===== src/rtl/f_pkg.sv =====
// Shared definitions for the fetch stage: default address map, fetch-entry
// layout and the instruction used to replace faulting fetches.
package f_pkg;

    localparam logic [31:0] DEF_RESET_PC = 32'h0000_3000;
    localparam logic [31:0] DEF_PC_LO    = 32'h0000_3000;
    localparam logic [31:0] DEF_PC_HI    = 32'h0000_6FFC;

    // Instruction substituted for a fetch from an illegal address.
    localparam logic [31:0] NOP = 32'h0000_0000;

    // One queued fetch: where it came from, what was read, and whether the
    // address was illegal. The ring stores this flattened as {pc, instr, adel}.
    typedef struct packed {
        logic [31:0] pc;
        logic [31:0] instr;
        logic        adel;
    } fetch_entry_t;

endpackage


===== src/rtl/f_ifq_ring.sv =====
// DEPTH-entry circular buffer holding flattened fetch entries.
// enq_i/deq_i arrive already qualified by the caller; clear_i empties the
// ring and overrides both. Entry storage is not reset: a slot is only ever
// read after it has been written.
module f_ifq_ring #(
    parameter int DEPTH  = 4,
    parameter int DATA_W = 65
) (
    input  logic                       clk,
    input  logic                       reset,
    input  logic                       clear_i,
    input  logic                       enq_i,
    input  logic                       deq_i,
    input  logic [DATA_W-1:0]          wr_data_i,
    output logic [DATA_W-1:0]          head_data_o,
    output logic [$clog2(DEPTH):0]     count_o,
    output logic                       full_o,
    output logic                       empty_o
);

    localparam int PW = $clog2(DEPTH);
    localparam int CW = $clog2(DEPTH) + 1;

    logic [DATA_W-1:0] mem_q [DEPTH];
    logic [PW-1:0]     head_q, head_d;
    logic [PW-1:0]     tail_q, tail_d;
    logic [CW-1:0]     count_q, count_d;

    // Next pointers and occupancy; pointers wrap naturally since DEPTH is a power of two.
    always_comb begin
        head_d  = head_q;
        tail_d  = tail_q;
        count_d = count_q;
        if (clear_i) begin
            head_d  = '0;
            tail_d  = '0;
            count_d = '0;
        end else begin
            if (enq_i) tail_d = tail_q + PW'(1);
            if (deq_i) head_d = head_q + PW'(1);
            count_d = count_q + CW'(enq_i) - CW'(deq_i);
        end
    end

    // Pointer and occupancy registers.
    always_ff @(posedge clk) begin
        if (reset) begin
            head_q  <= '0;
            tail_q  <= '0;
            count_q <= '0;
        end else begin
            head_q  <= head_d;
            tail_q  <= tail_d;
            count_q <= count_d;
        end
    end

    // Entry write at the tail; when full with a dequeue this reuses the head slot being retired.
    always_ff @(posedge clk) begin
        if (enq_i && !clear_i) mem_q[tail_q] <= wr_data_i;
    end

    assign head_data_o = mem_q[head_q];
    assign count_o     = count_q;
    assign full_o      = (count_q == CW'(DEPTH));
    assign empty_o     = (count_q == '0);

endmodule


===== src/rtl/f_ifq.sv =====
// Fetch stage: PC register feeding a combinational instruction memory, and a
// DEPTH-entry queue towards decode. One word is fetched per cycle while the
// queue has room (or is being drained); a redirect flushes and re-steers.
//
// Handshake: out_valid_o means the head entry is meaningful; the head is
// consumed on a rising edge where deq_i && out_valid_o. deq_i while empty is
// ignored. All out_* signals come straight from registered queue state.
//
// Optional macro F_ADEL_CHECK_EN: flag fetches outside [PC_LO, PC_HI] or
// misaligned, storing a NOP with adel=1. Without it adel is always 0.
module f_ifq
    import f_pkg::*;
#(
    parameter int               WIDTH    = 32,
    parameter logic [WIDTH-1:0] RESET_PC = WIDTH'(DEF_RESET_PC),
    parameter int               DEPTH    = 4,
    parameter logic [WIDTH-1:0] PC_LO    = WIDTH'(DEF_PC_LO),
    parameter logic [WIDTH-1:0] PC_HI    = WIDTH'(DEF_PC_HI)
) (
    input  logic                   clk,
    input  logic                   reset,
    input  logic                   redirect_i,
    input  logic [WIDTH-1:0]       redirect_pc_i,
    output logic [WIDTH-1:0]       im_addr_o,
    input  logic [31:0]            im_rdata_i,
    input  logic                   deq_i,
    output logic                   out_valid_o,
    output logic [WIDTH-1:0]       out_pc_o,
    output logic [31:0]            out_instr_o,
    output logic                   out_adel_o,
    output logic [$clog2(DEPTH):0] count_o
);

    localparam int ENTRY_W = WIDTH + 32 + 1;

    logic [WIDTH-1:0]   pc_q, pc_d;
    logic               full, empty;
    logic               do_deq, do_enq;
    logic               adel;
    logic [31:0]        wr_instr;
    logic [ENTRY_W-1:0] head_data;

`ifdef F_ADEL_CHECK_EN
    // Illegal fetch: misaligned or outside the legal window; the word is replaced by a NOP.
    always_comb begin
        adel     = (pc_q[1:0] != 2'b00) || (pc_q < PC_LO) || (pc_q > PC_HI);
        wr_instr = adel ? NOP : im_rdata_i;
    end
`else
    // No address checking: every fetch is stored as read.
    always_comb begin
        adel     = 1'b0;
        wr_instr = im_rdata_i;
    end
`endif

    assign do_deq = deq_i && !empty;
    // A full queue still accepts a word when the head leaves in the same cycle.
    assign do_enq = !redirect_i && (!full || do_deq);

    // Next PC: redirect wins, otherwise advance only when the current word was taken.
    always_comb begin
        pc_d = pc_q;
        if (redirect_i)  pc_d = redirect_pc_i;
        else if (do_enq) pc_d = pc_q + WIDTH'(4);
    end

    // PC register.
    always_ff @(posedge clk) begin
        if (reset) pc_q <= RESET_PC;
        else       pc_q <= pc_d;
    end

    f_ifq_ring #(
        .DEPTH  (DEPTH),
        .DATA_W (ENTRY_W)
    ) u_ring (
        .clk         (clk),
        .reset       (reset),
        .clear_i     (redirect_i),
        .enq_i       (do_enq),
        .deq_i       (do_deq && !redirect_i),
        .wr_data_i   ({pc_q, wr_instr, adel}),
        .head_data_o (head_data),
        .count_o     (count_o),
        .full_o      (full),
        .empty_o     (empty)
    );

    assign im_addr_o   = pc_q;
    assign out_valid_o = !empty;
    assign out_pc_o    = head_data[ENTRY_W-1 -: WIDTH];
    assign out_instr_o = head_data[32:1];
    assign out_adel_o  = head_data[0];

endmodule


===== config.mk =====
export PLATFORM = sky130hd
export DESIGN_NAME = f_ifq
export DESIGN_NICKNAME = d
export VERILOG_FILES = /design/src/rtl/f_pkg.sv /design/src/rtl/f_ifq_ring.sv /design/src/rtl/f_ifq.sv
export SDC_FILE = /design/constraint.sdc
export NUM_CORES = 1
export LEC_CHECK = 0
export ABC_CLOCK_PERIOD_IN_PS = 6900
export CELL_PAD_IN_SITES_DETAIL_PLACEMENT = 1
export CELL_PAD_IN_SITES_GLOBAL_PLACEMENT = 2
export CORE_ASPECT_RATIO = 0.7
export CORE_UTILIZATION = 43
export CTS_CLUSTER_SIZE = 20
export DETAILED_ROUTE_END_ITERATION = 10
export PLACE_DENSITY = 0.89
export SLEW_MARGIN = 20
export SYNTH_ARGS = -nofsm -noshare
export SYNTH_HDL_FRONTEND = slang
export SYNTH_SLANG_ARGS = --single-unit

===== constraint.sdc =====
create_clock -name clk -period 6.9 [get_ports clk]
set_clock_uncertainty 0.1 [all_clocks]
set_input_delay 1.38 -clock clk [delete_from_list [all_inputs] [get_ports clk]]
set_output_delay 1.38 -clock clk [all_outputs]
set_load 0.05 [all_outputs]

* Word-level counts from Yosys, hierarchy flattened
Memory sizes are Yosys's and may differ from the RTL's. A register that Yosys moved wholly into a read port is not among the register bits.
Cells that the tools add are included.
Widths: inputs -> output; s select.
** Word-level totals
- Memories :: 1
- Output and inout port bits :: 101
- Logic and storage cells :: 28
- Bits in writable memories :: 256
- Bits of input ports :: 68
- Flip-flop bits (word level) :: 39
** Memories
- u_ring.mem_q :: depth 4, bits a word 64, read ports 1, clocked after memory_dff 1, write ports 1, line f_ifq_ring.sv:24 : logic [DATA_W-1:0] mem_q [DEPTH];
** Operators by class
- Add/subtract/negate cells :: 5
- Muxes and demuxes :: 6
- Reduce and logical (&&, ||, !) cells :: 11
- Eq/ne operators :: 1
** Operators by type and width (count)
- $mux 32 :: 2
- $add 32x3->32 const B :: 1
- $add 2x1->2 const B :: 2
- $logic_and 1x1->1 :: 4
- $mux 2 :: 2
- $add 3x1->3 :: 1
- $eq 3x3->1 const B :: 1
- $logic_not 1->1 :: 3
- $logic_not 3->1 :: 1
- $sub 3x1->3 :: 1
- $mux 1 :: 2
- $reduce_bool 2->1 :: 1
- $reduce_or 2->1 :: 1
- $logic_or 1x1->1 :: 1

* Logic depth before layout (Yosys ltp)
Gate-level depths: netlist (run 1).
- Depth in word-level cells :: 8
- Depth in mapped cells :: 9
- Mapped depth without buffers :: 9

* Cells and area by module
A second synthesis (run 1) with hierarchy kept.
** Unflattened totals
- Cell total of the unflattened synthesis :: 639
- Area total of the unflattened synthesis :: 11860.1 sq um
** By module, submodules not included
- f_ifq_ring :: area an instance 9883.2 sq um, instances 1, cells each 386, seq. area each 7987.7 sq um
- f_ifq :: area an instance 1976.9 sq um, instances 1, cells each 253, seq. area each 640.6 sq um

* Worst setup path before layout (run 1)
OpenSTA, ideal clock, no wires.
- Path type :: input-to-reg
- Start point :: input redirect_i
- End point :: memory u_ring.mem_q[2][0] (netlist bit) (enable)
- Setup slack :: 2.693 ns
- Setup time :: 0.429 ns
- Data required time :: 6.371 ns
- Arrival :: 3.677 ns
- Buffers on the path :: 2
- Cell stages on the path :: 4
- Path through :: inv_1 -> clkbuf_1 -> clkbuf_1 -> and3_1
** On the way
- Word-level cells in the longest chain between the ends :: 5
** Ends and longest elaborated chain
- start, declared :: line f_ifq.sv:22 : input logic redirect_i,
- $logic_not 1->1 (*) :: line f_ifq_ring.sv:60, f_ifq.sv:59
- $logic_and 1x1->1 :: line f_ifq.sv:59 : assign do_enq = !redirect_i && (!full || do_deq);
- $logic_and 1x1->1 (*) :: line f_ifq_ring.sv:60 : if (enq_i && !clear_i) mem_q[tail_q] <= wr_data_i;
- $mux 1 (*) :: line f_ifq_ring.sv:60
- $mux 1 (not written as such) (*) :: line f_ifq_ring.sv:60
- end, declared :: line f_ifq_ring.sv:24
Mark *: on every way between the ends. The rest lies on a longest branch, timed or not.

==> reports/results.tsv, run 1 <==
stage	metric	value	unit
critical_path	end_kind	output pin	
timing	worst_pin_slew	1070	ps
pwr	p_int	3.17	mW
final_layout	layout_common_cells	edfxtp_1 (256), clkdlybuf4s50_1 (166), mux4_2 (64)	
placement	post-place-cells	1127	
final_layout	diodes	0	
pwr	p_leak	4.67	nW
cts	post_cts_buffers	0	
timing	hold_violations	0	
cts	cts-root-buf	clkbuf_16	
detailed_routing	routed_via_density	5.68	
detailed_routing	drtIter0Drc	514	
critical_path	worstPathRequired	5420	ps
final_layout	final_nets	878	
floorplanning	ios	169	
timing	rsz0062_at_grt	false	
final_layout	layout_commonest_cell	edfxtp_1	
cts	cts.hold.buffers_added	0	
critical_path	path_class	flop to output pin	
floorplanning	die_area	27700	µm²
critical_path	r2r_start	u_ring.count_o[1]$_SDFF_PP0_	
floorplanning	coreArea	26100	µm²
floorplanning	dieWidth	198	µm
cts	htreeDepth	1	
timing	setup-tns-final	0	ps
detailed_routing	dr_wl_met3	1920	µm
final_layout	final_cells	1181	
grt	grt_overflow	0	
pwr	ir_worst_vdd	176	µV
detailed_routing	routed-via-count	6711	
cts	cts_max_path_buffers	3	
detailed_routing	dr.pass1.iters	4	
grt	grt_pass1_wl	43400	µm
critical_path	cp-start-kind	flop	
detailed_routing	antenna_left	0	
detailed_routing	routed_wl	28300	µm
cts	numCtsBuffers	29	
logic_synthesis	synth_edf_count	256	
logic_synthesis	synthFlopType	edfxtp_1	
detailed_routing	routed.top_layer	met4	
pwr	power_frac_seq	49.8	%
cts	cts_tree	built	
logic_synthesis	synth_nets	710	
logic_synthesis	async_flop_share	0	%
worst_hold_path	hp-class	flop to flop	
logic_synthesis	synth_cells	634	
cts	cts_resized	0	
detailed_routing	wl_per_cell	24.0	µm
logic_synthesis	synth.cell_area	11600	µm²
pwr	swShare	24.0	%
grt	grt_pass1_vias	7212	
timing	max_slew_margin	28.6	%
grt	grt_max_degree	65	
logic_synthesis	avgSynthCellArea	18.3	µm²
critical_path	cp_max_fo	21	
placement	io_buffer_count	167	
grt	grt.total_usage	20.8	%
pwr	power.density	284	nW/µm²
floorplanning	fp.dieH	140	µm
pwr	p_switching	998	µW
placement	routabilityCongestion	0.820	
logic_synthesis	ys_ff_latch	297	
final_layout	syn_to_final_growth	26.4	%
cts	cts_sinks	297	
timing	hold_ws	427	ps
job	maxCapViolCount	0	
pwr	clkPwrFrac	39.7	%
timing	max_freq	226	MHz
timing	fin_crit	4420	ps
logic_synthesis	yosysWarnings	0	
worst_hold_path	min-delay-start	im_addr_o[1]$_SDFFE_PP0P_	
detailed_routing	drc	0	
final_layout	drive_above_1_share	15.8	%
logic_synthesis	synth_cell_type_count	56	
timing	report.final.slew_viol_count	0	
cts	clkLatencyLatePin	550	ps
cts	clk_pin_slew	70	ps
timing	setup_viol	0	
floorplanning	start_util	44.5	%
timing	fin_crit_sh	64.0	%
placement	hpwl	17100	µm
detailed_routing	wl_met1	12700	µm
detailed_routing	route.met2.wl	13400	µm
logic_synthesis	ys_seq_area_share	73.2	%
grt	antenna_found_initial	0	
floorplanning	num_rows	49	
run_status	outcome	complete, no violations	
pwr	comb_power_share	10.5	%
critical_path	crit_arrival	2940	ps
## cell families after synthesis
family	synth area share, %
XOR/XNOR	0.904
multiplexers	12.6
buffers and inverters	1.74
flip-flops	73.2
other	0.0323
adder cells (fa/ha/maj)	0.926
AO/OA/AOI/OAI	3.71
AND/OR/NAND/NOR	6.89
## metrics by stage
| step | power [mW] | cell area [µm²] | util, % | setup WS (ps) |
|---|---|---|---|---|
| 2_1_floorplan | 2.36 | 11600 | - | 2690 |
| 3_3_place_gp | 2.53 | 13600 | 52.3 | 2580 |
| 3_5_place_dp | 2.55 | 13600 | 52.3 | 2510 |
| 4_1_cts | 4.20 | 14700 | 56.1 | 1930 |
| 5_1_grt | 4.28 | 14700 | 56.2 | 2310 |
| 6_report | 4.16 | 14700 | 56.2 | 2480 |
## cells in the mapped netlist (all sizes together) (2+ instances only)
cell,number,area [µm²]
nor4b,5,50.0
xor2,3,26.3
mux2i,2,20.0
nand2,28,105
nor3b,2,15.0
o31ai,2,15.0
o311a,2,20.0
o21ai,4,20.0
inv,16,60.1
or4,6,48.8
and3,8,50.1
xnor2,9,78.8
mux4,64,1440
and4,8,70.1
buf,10,48.8
a2111oi,9,82.6
nor3,10,50.1
o21bai,2,15.0
nand4,9,62.6
a311oi,5,43.8
or4b,2,20.0
and2,7,43.8
ha,7,87.6
nor2b,2,12.5
clkbuf,25,93.8
o211ai,6,45.0
nor4,7,50.1
a31oi,3,18.8
edfxtp,256,7690
nand3,8,40.0
a211oi,10,75.1
nor2,31,116
dfxtp,41,821
or3,6,37.5
a21oi,5,25.0
## power groups by stage
stage	registers, mW	logic (mW)	clock network, mW
2_1_floorplan	2.14	0.223	0
3_3_place_gp	2.11	0.427	0
3_5_place_dp	2.11	0.437	0
4_1_cts	2.08	0.440	1.68
5_1_grt	2.08	0.459	1.74
6_report	2.07	0.438	1.65
## routing by layer
metal  GRT usage, %  up-vias
met5              0        -
met4           3.72        0
met3           4.12       27
met2           33.2      256
met1           30.0     3502
li1               -     2926
## path summary, 6_finish.rpt
check                                  endpoint  cells after the start  slack (ps)
setup / recovery                out_instr_o[14]                      3        2480
setup reg to reg  u_ring.mem_q[0][50]$_DFFE_PP_                      2        4290
hold reg to reg   u_ring.mem_q[0][33]$_DFFE_PP_                      0         430
hold / removal    u_ring.mem_q[0][33]$_DFFE_PP_                      0         430
## critical path, stage by stage, from the launching register on
cell and delay [ps]:
dfxtp_4 660, buf_4 420, mux4_2 560, clkdlybuf4s50_1 720
## sequential cells by signal, summed over array words and instances (netlist names), named ones only
register and cells:
u_ring.count_o 3, u_ring.mem_q 256, u_ring.head_q 2, u_ring.tail_q 2
im_addr_o 32
## cell type report
| cell class | instances | area (µm²) |
|---|---|---|
| Clock inverter | 20 | 240 |
| Sequential cell | 297 | 8520 |
| Timing Repair Buffer | 172 | 1720 |
| Fill cell | 2385 | 11400 |
| Multi-Input combinational cell | 286 | 2940 |
| Inverter | 16 | 60.1 |
| Tap cell | 357 | 447 |
| Clock buffer | 33 | 761 |
No activity file was read; power rests on OpenSTA's default activity.
==> run 2: changes to the inputs <==
Settings changed: ABC_CLOCK_PERIOD_IN_PS 6900 to 3600, CORE_UTILIZATION 43 to 36, PLACE_DENSITY 0.89 to 0.8.
Clock period 6.9 ns to 3.6 ns, I/O delays scaled along.
==> reports/results.tsv, run 2 (same netlist as run 1, synthesis figures left out) <==
stage	metric	value	unit	change
cts	post_cts_buffers	0		unchanged
detailed_routing	routed-via-count	6559		was 6,711
floorplanning	fp.dieH	152	µm	was 140 µm
cts	cts-root-buf	clkbuf_16		unchanged
floorplanning	die_area	33000	µm²	was 27,700 µm²
critical_path	cp-start-kind	flop		unchanged
final_layout	syn_to_final_growth	29.8	%	was 26.4%
critical_path	critical-path-top-delay-family	buffers and inverters		unchanged
placement	post-place-cells	1204		was 1,127
timing	report.final.slew_viol_count	0		unchanged
floorplanning	dieWidth	217	µm	was 198 µm
grt	grt_pass1_wl	44000	µm	was 43,400 µm
timing	setup_viol	0		unchanged
placement	hpwl	17800	µm	was 17,100 µm
final_layout	layout_commonest_cell	edfxtp_1		unchanged
critical_path	cp_max_fo	38		was 21
detailed_routing	dr.pass1.iters	4		unchanged
critical_path	worst_path_max_delay_cell	clkdlybuf4s50_1		unchanged
cts	cts_sinks	297		unchanged
critical_path	rrSetupSlack	1110	ps	was 4290 ps
critical_path	r2r_start	u_ring.count_o[2]$_SDFF_PP0_		was u_ring.count_o[1]$_SDFF_PP0_
final_layout	layout_common_cells	edfxtp_1 (256), clkdlybuf4s50_1 (147), mux4_2 (64)		was edfxtp_1 (256), clkdlybuf4s50_1 (166), mux4_2 (64)
critical_path	path_class	flop to output pin		unchanged
final_layout	final_cells	1263		was 1,181
final_layout	finish.utilization	47.9	%	was 56.2%
grt	grt.total_usage	17.4	%	was 20.8%
timing	worst_pin_slew	1050	ps	was 1070 ps
critical_path	crit_arrival	2650	ps	was 2940 ps
timing	max_slew_margin	30.0	%	was 28.6%
detailed_routing	wl_met1	13800	µm	was 12,700 µm
pwr	ir_worst_vdd	366	µV	was 176 µV
critical_path	worstPathRequired	2780	ps	was 5420 ps
floorplanning	start_util	36.9	%	was 44.5%
detailed_routing	antenna_left	0		unchanged
detailed_routing	routed_wl	28200	µm	was 28,300 µm
cts	numCtsBuffers	31		was 29
grt	grt_overflow	0		unchanged
timing	rsz0062_at_grt	false		unchanged
job	maxCapViolCount	0		unchanged
run_status	outcome	complete, no violations		unchanged
final_layout	diodes	0		unchanged
grt	antenna_found_initial	0		unchanged
timing	worst_slack	126	ps	was 2480 ps
grt	grt_max_degree	65		unchanged
detailed_routing	wl_per_cell	22.3	µm	was 24.0 µm
critical_path	critPathBufInv	2		unchanged
final_layout	final_nets	894		was 878
pwr	p_leak	4.94	nW	was 4.67 nW
floorplanning	coreArea	31500	µm²	was 26,100 µm²
final_layout	largest_reg_flops	256		unchanged
grt	grt_pass1_vias	7174		was 7,212
cts	cts_max_path_buffers	3		unchanged
timing	hold_violations	0		unchanged
final_layout	regMostFlops	u_ring.mem_q		unchanged
floorplanning	num_rows	54		was 49
cts	clk_pin_slew	60	ps	was 70 ps
cts	htreeDepth	1		unchanged
placement	io_buffer_count	167		unchanged
timing	fin_crit	3470	ps	
worst_hold_path	min-delay-start	u_ring.tail_q[1]$_SDFFE_PP0N_		was im_addr_o[1]$_SDFFE_PP0P_
timing	max_freq	288	MHz	
timing	setup-tns-final	0	ps	unchanged
detailed_routing	drtIter0Drc	410		was 514
detailed_routing	routed.top_layer	met4		unchanged
critical_path	critical_path.cell_chain	buf_12 -> mux4_2 -> clkdlybuf4s50_1		was buf_4 -> mux4_2 -> clkdlybuf4s50_1
cts	clkLatencyLatePin	570	ps	was 550 ps
critical_path	end_kind	output pin		unchanged
placement	dp_slack	543	ps	was 2510 ps
detailed_routing	drc	0		unchanged
worst_hold_path	hp-class	flop to flop		unchanged
timing	hold_ws	407	ps	was 427 ps
critical_path	cpPeakStageDelay	710	ps	was 720 ps
detailed_routing	route.met2.wl	12600	µm	was 13,400 µm
placement	dpl_cell_area	13900	µm²	was 13,600 µm²
final_layout	design_area	15100	µm²	was 14,700 µm²
cts	cts_tree	built		unchanged
pwr	finalPower	8.40	mW	was 4.16 mW
placement	routabilityCongestion	0.759		was 0.820
floorplanning	ios	169		unchanged
detailed_routing	dr_wl_met3	1490	µm	was 1920 µm
pwr	power.density	557	nW/µm²	was 284 nW/µm²
final_layout	drive_above_1_share	18.4	%	was 15.8%
detailed_routing	routed_via_density	5.19		was 5.68
timing	fin_crit_sh	96.5	%	
-- run 2: worst min-delay path: cells and delay by family (launching register included) --
kind,cells,cell delay (ps)
flip-flops,1,340
AO/OA/AOI/OAI,1,50
AND/OR/NAND/NOR,1,70
-- run 2: routing by layer --
metal / GRT usage, % / vias to the layer above
li1: - / 2956
met1: 26.2 / 3385
met2: 26.5 / 184
met3: 3.23 / 34
met4: 3.52 / 0
met5: 0 / -
-- run 2: path summary, 6_finish.rpt --
check	end	depth (start not counted)
min	u_ring.tail_q[1]$_SDFFE_PP0N_	2
max	out_instr_o[27]	3
min reg2reg	u_ring.tail_q[1]$_SDFFE_PP0N_	2
max reg2reg	u_ring.count_o[2]$_SDFF_PP0_	9
-- run 2: cell type report --
cell class	count	area, µm²
Timing Repair Buffer	186	1890
Clock inverter	26	382
Clock buffer	32	779
Tap cell	420	526
Inverter	16	60.1
Fill cell	3003	16400
Multi-Input combinational cell	286	2930
Sequential cell	297	8520
-- run 2: where the power goes --
part	switching, mW	internal (mW)	total (mW)
combinational	0.530	0.315	0.845
sequential	0.0945	3.88	3.97
clock	1.35	2.23	3.59
total	1.98	6.42	8.40
-- run 2: what timing repair did --
item | CTS | global route
hold buffers | 0 | 0
setup endpoints to repair | 0 | 12
resized for setup | 0 | 12
==> run 3: changes to the inputs <==
Settings changed: CORE_UTILIZATION 36 to 37, PLACE_DENSITY 0.8 to 0.82, SLEW_MARGIN 20 to not set, SYNTH_HIERARCHICAL set to 1.
==> reports/results.tsv, run 3 <==
stage	metric	value	unit	change
logic_synthesis	synthTopCellsByArea	edfxtp_1 (66%), mux4_2 (12%), dfxtp_1 (6.9%)		was edfxtp_1 (66%), mux4_2 (12%), dfxtp_1 (7.1%)
logic_synthesis	synth.most_common_cell	edfxtp_1		unchanged
logic_synthesis	ys_ff_latch	301		was 297
logic_synthesis	synth_commonest_cells	edfxtp_1 (260), mux4_2 (65), dfxtp_1 (41)		was edfxtp_1 (256), mux4_2 (64), dfxtp_1 (41)
pwr	power.density	530	nW/µm²	was 557 nW/µm²
pwr	finalPower	8.08	mW	was 8.40 mW
critical_path	critical_path.cell_chain	buf_12 -> mux4_2 -> clkdlybuf4s50_1		unchanged
worst_hold_path	hp-class	flop to flop		unchanged
cts	cts_max_path_buffers	3		unchanged
logic_synthesis	synth_cell_type_count	57		was 56
critical_path	worst_path_max_delay_cell	clkdlybuf4s50_1		unchanged
critical_path	cp-start-kind	flop		unchanged
critical_path	cp_max_fo	30		was 38
cts	numCtsBuffers	34		was 31
logic_synthesis	synth_top_area_share	65.8	%	was 66.1%
placement	hpwl	18600	µm	was 17,800 µm
grt	grt_overflow	0		unchanged
cts	cts.hold.buffers_added	0		unchanged
cts	cts_resized	0		unchanged
detailed_routing	wl_per_cell	22.4	µm	was 22.3 µm
timing	max_slew_margin	37.0	%	was 30.0%
logic_synthesis	synthFlopType	edfxtp_1		unchanged
logic_synthesis	synth_area_leader_cell	edfxtp_1		unchanged
floorplanning	coreArea	31400	µm²	was 31,500 µm²
placement	routabilityCongestion	0.784		was 0.759
critical_path	end_kind	output pin		unchanged
grt	grt.total_usage	17.8	%	was 17.4%
worst_hold_path	hold_path_depth	2		unchanged
timing	hold_ws	449	ps	was 407 ps
floorplanning	ios	169		unchanged
grt	grt_max_degree	44		was 65
final_layout	drive_above_1_share	18.3	%	was 18.4%
final_layout	layout_common_cells	edfxtp_1 (260), clkdlybuf4s50_1 (165), mux4_2 (65)		was edfxtp_1 (256), clkdlybuf4s50_1 (147), mux4_2 (64)
detailed_routing	antenna_left	0		unchanged
detailed_routing	routed-via-count	6747		was 6,559
timing	max_freq	288	MHz	about the same
floorplanning	die_area	32800	µm²	was 33,000 µm²
cts	clk_pin_slew	60	ps	about the same
final_layout	diodes	0		unchanged
run_status	outcome	complete, no violations		unchanged
final_layout	finish.utilization	48.6	%	was 47.9%
logic_synthesis	avgSynthCellArea	18.6	µm²	was 18.3 µm²
logic_synthesis	synth.cell_area	11900	µm²	was 11,600 µm²
final_layout	syn_to_final_growth	28.6	%	was 29.8%
critical_path	path_class	flop to output pin		unchanged
detailed_routing	routed_via_density	5.28		was 5.19
cts	clkLatencyLatePin	510	ps	was 570 ps
job	maxCapViolCount	0		unchanged
timing	fin_crit_sh	96.5	%	about the same
placement	dpl_cell_area	14100	µm²	was 13,900 µm²
critical_path	critPathBufInv	2		unchanged
timing	fin_crit	3470	ps	about the same
floorplanning	dieWidth	216	µm	was 217 µm
critical_path	critical-path-top-delay-family	buffers and inverters		unchanged
critical_path	worstPathRequired	2780	ps	about the same
cts	post_cts_buffers	0		unchanged
logic_synthesis	synth_edf_count	260		was 256
final_layout	largest_reg_flops	260		was 256
logic_synthesis	synth_cells	639		was 634
final_layout	final_nets	910		was 894
logic_synthesis	ys_seq_area_share	72.8	%	was 73.2%
timing	setup-tns-final	0	ps	unchanged
final_layout	layout_commonest_cell	edfxtp_1		unchanged
critical_path	crit_arrival	2650	ps	about the same
logic_synthesis	yosysWarnings	6		was 0
floorplanning	fp.dieH	152	µm	about the same
floorplanning	num_rows	54		unchanged
final_layout	design_area	15300	µm²	was 15,100 µm²
cts	cts-root-buf	clkbuf_16		unchanged
grt	grt_pass1_wl	43300	µm	was 44,000 µm
timing	report.final.slew_viol_count	0		unchanged
detailed_routing	drtIter0Drc	489		was 410
timing	hold_violations	0		unchanged
detailed_routing	routed_wl	28700	µm	was 28,200 µm
critical_path	cpPeakStageDelay	730	ps	was 710 ps
critical_path	r2r_cells	9		unchanged
final_layout	regMostFlops	u_ring/mem_q		was u_ring.mem_q
detailed_routing	dr.pass1.iters	5		was 4
cts	htreeDepth	2		was 1
critical_path	rrSetupSlack	970	ps	was 1110 ps
timing	rsz0062_at_grt	false		unchanged
placement	io_buffer_count	168		was 167
detailed_routing	drc	0		unchanged
critical_path	r2r_start	u_ring/count_o[1]$_SDFF_PP0_		was u_ring.count_o[2]$_SDFF_PP0_
pwr	p_leak	4.85	nW	was 4.94 nW
logic_synthesis	async_flop_share	0	%	unchanged
pwr	ir_worst_vdd	302	µV	was 366 µV
worst_hold_path	min-delay-start	u_ring/head_q[1]$_SDFFE_PP0P_		was u_ring.tail_q[1]$_SDFFE_PP0N_
critical_path	r2r-end	u_ring/count_o[2]$_SDFF_PP0_		was u_ring.count_o[2]$_SDFF_PP0_
floorplanning	start_util	37.8	%	was 36.9%
grt	antenna_found_initial	0		unchanged
timing	worst_pin_slew	939	ps	was 1050 ps
timing	setup_viol	0		unchanged
grt	grt_pass1_vias	7090		was 7,174
cts	cts_tree	built		unchanged
cts	cts_sinks	301		was 297
run 3: stage by stage:
| step | worst slack (ps) | instances |
|---|---|---|
| final | 127 | 1279 |
| after global routing | 13.7 | 1279 |
| after CTS | 64.8 | 1279 |
| after detailed placement | 480 | 1218 |
| after global placement | 505 | 1218 |
| after floorplan | 548 | 642 |
run 3: cell families (layout without fill, tap and decap cells):
family	after synthesis	count (layout)	synth area share, %
adder cells (fa/ha/maj)	8	8	0.907
multiplexers	68	68	12.6
flip-flops	301	301	72.8
AO/OA/AOI/OAI	70	70	4.42
AND/OR/NAND/NOR	126	126	5.82
buffers and inverters	56	273	2.68
other	1	4	0.0316
XOR/XNOR	9	9	0.791
run 3: area by class of cell:
class / instances / area, µm²
Fill cell: 2990 / 16100
Sequential cell: 301 / 8640
Multi-Input combinational cell: 285 / 2940
Timing Repair Buffer: 190 / 1960
Clock buffer: 40 / 903
Tap cell: 420 / 526
Clock inverter: 21 / 204
Inverter: 22 / 82.6
run 3: how the worst max path moves through the flow:
| stage | endpoint | cells past startpoint | start |
|---|---|---|---|
| after floorplan | u_ring/mem_q[0][0]$_DFFE_PP_ | 6 | u_ring/count_o[1]$_SDFF_PP0_ |
| after global placement | u_ring/mem_q[1][1]$_DFFE_PP_ | 7 | deq_i |
| after detailed placement | u_ring/mem_q[1][53]$_DFFE_PP_ | 7 | deq_i |
| after CTS | out_pc_o[18] | 3 | flop |
| after global routing | out_pc_o[20] | 3 | flop |
| final | out_instr_o[21] | 3 | flop |
run 3: layer usage:
metal	routed length, µm	global-route usage (%)	share of wire [%]
met5	0	0	0
met4	448	4.23	1.6
met3	1650	3.71	5.7
met2	12800	27.0	45
met1	13800	26.2	48
run 3: worst min-delay path: stages, from the launching register on:
cell and delay [ps]:
dfxtp_1 310, nand3b_1 100, a21oi_1 80
run 3: where the power goes:
group | switching (mW) | total, mW | internal [mW]
Sequential | 0.0920 | 3.98 | 3.88
Combinational | 0.441 | 0.720 | 0.279
Clock | 1.36 | 3.39 | 2.02
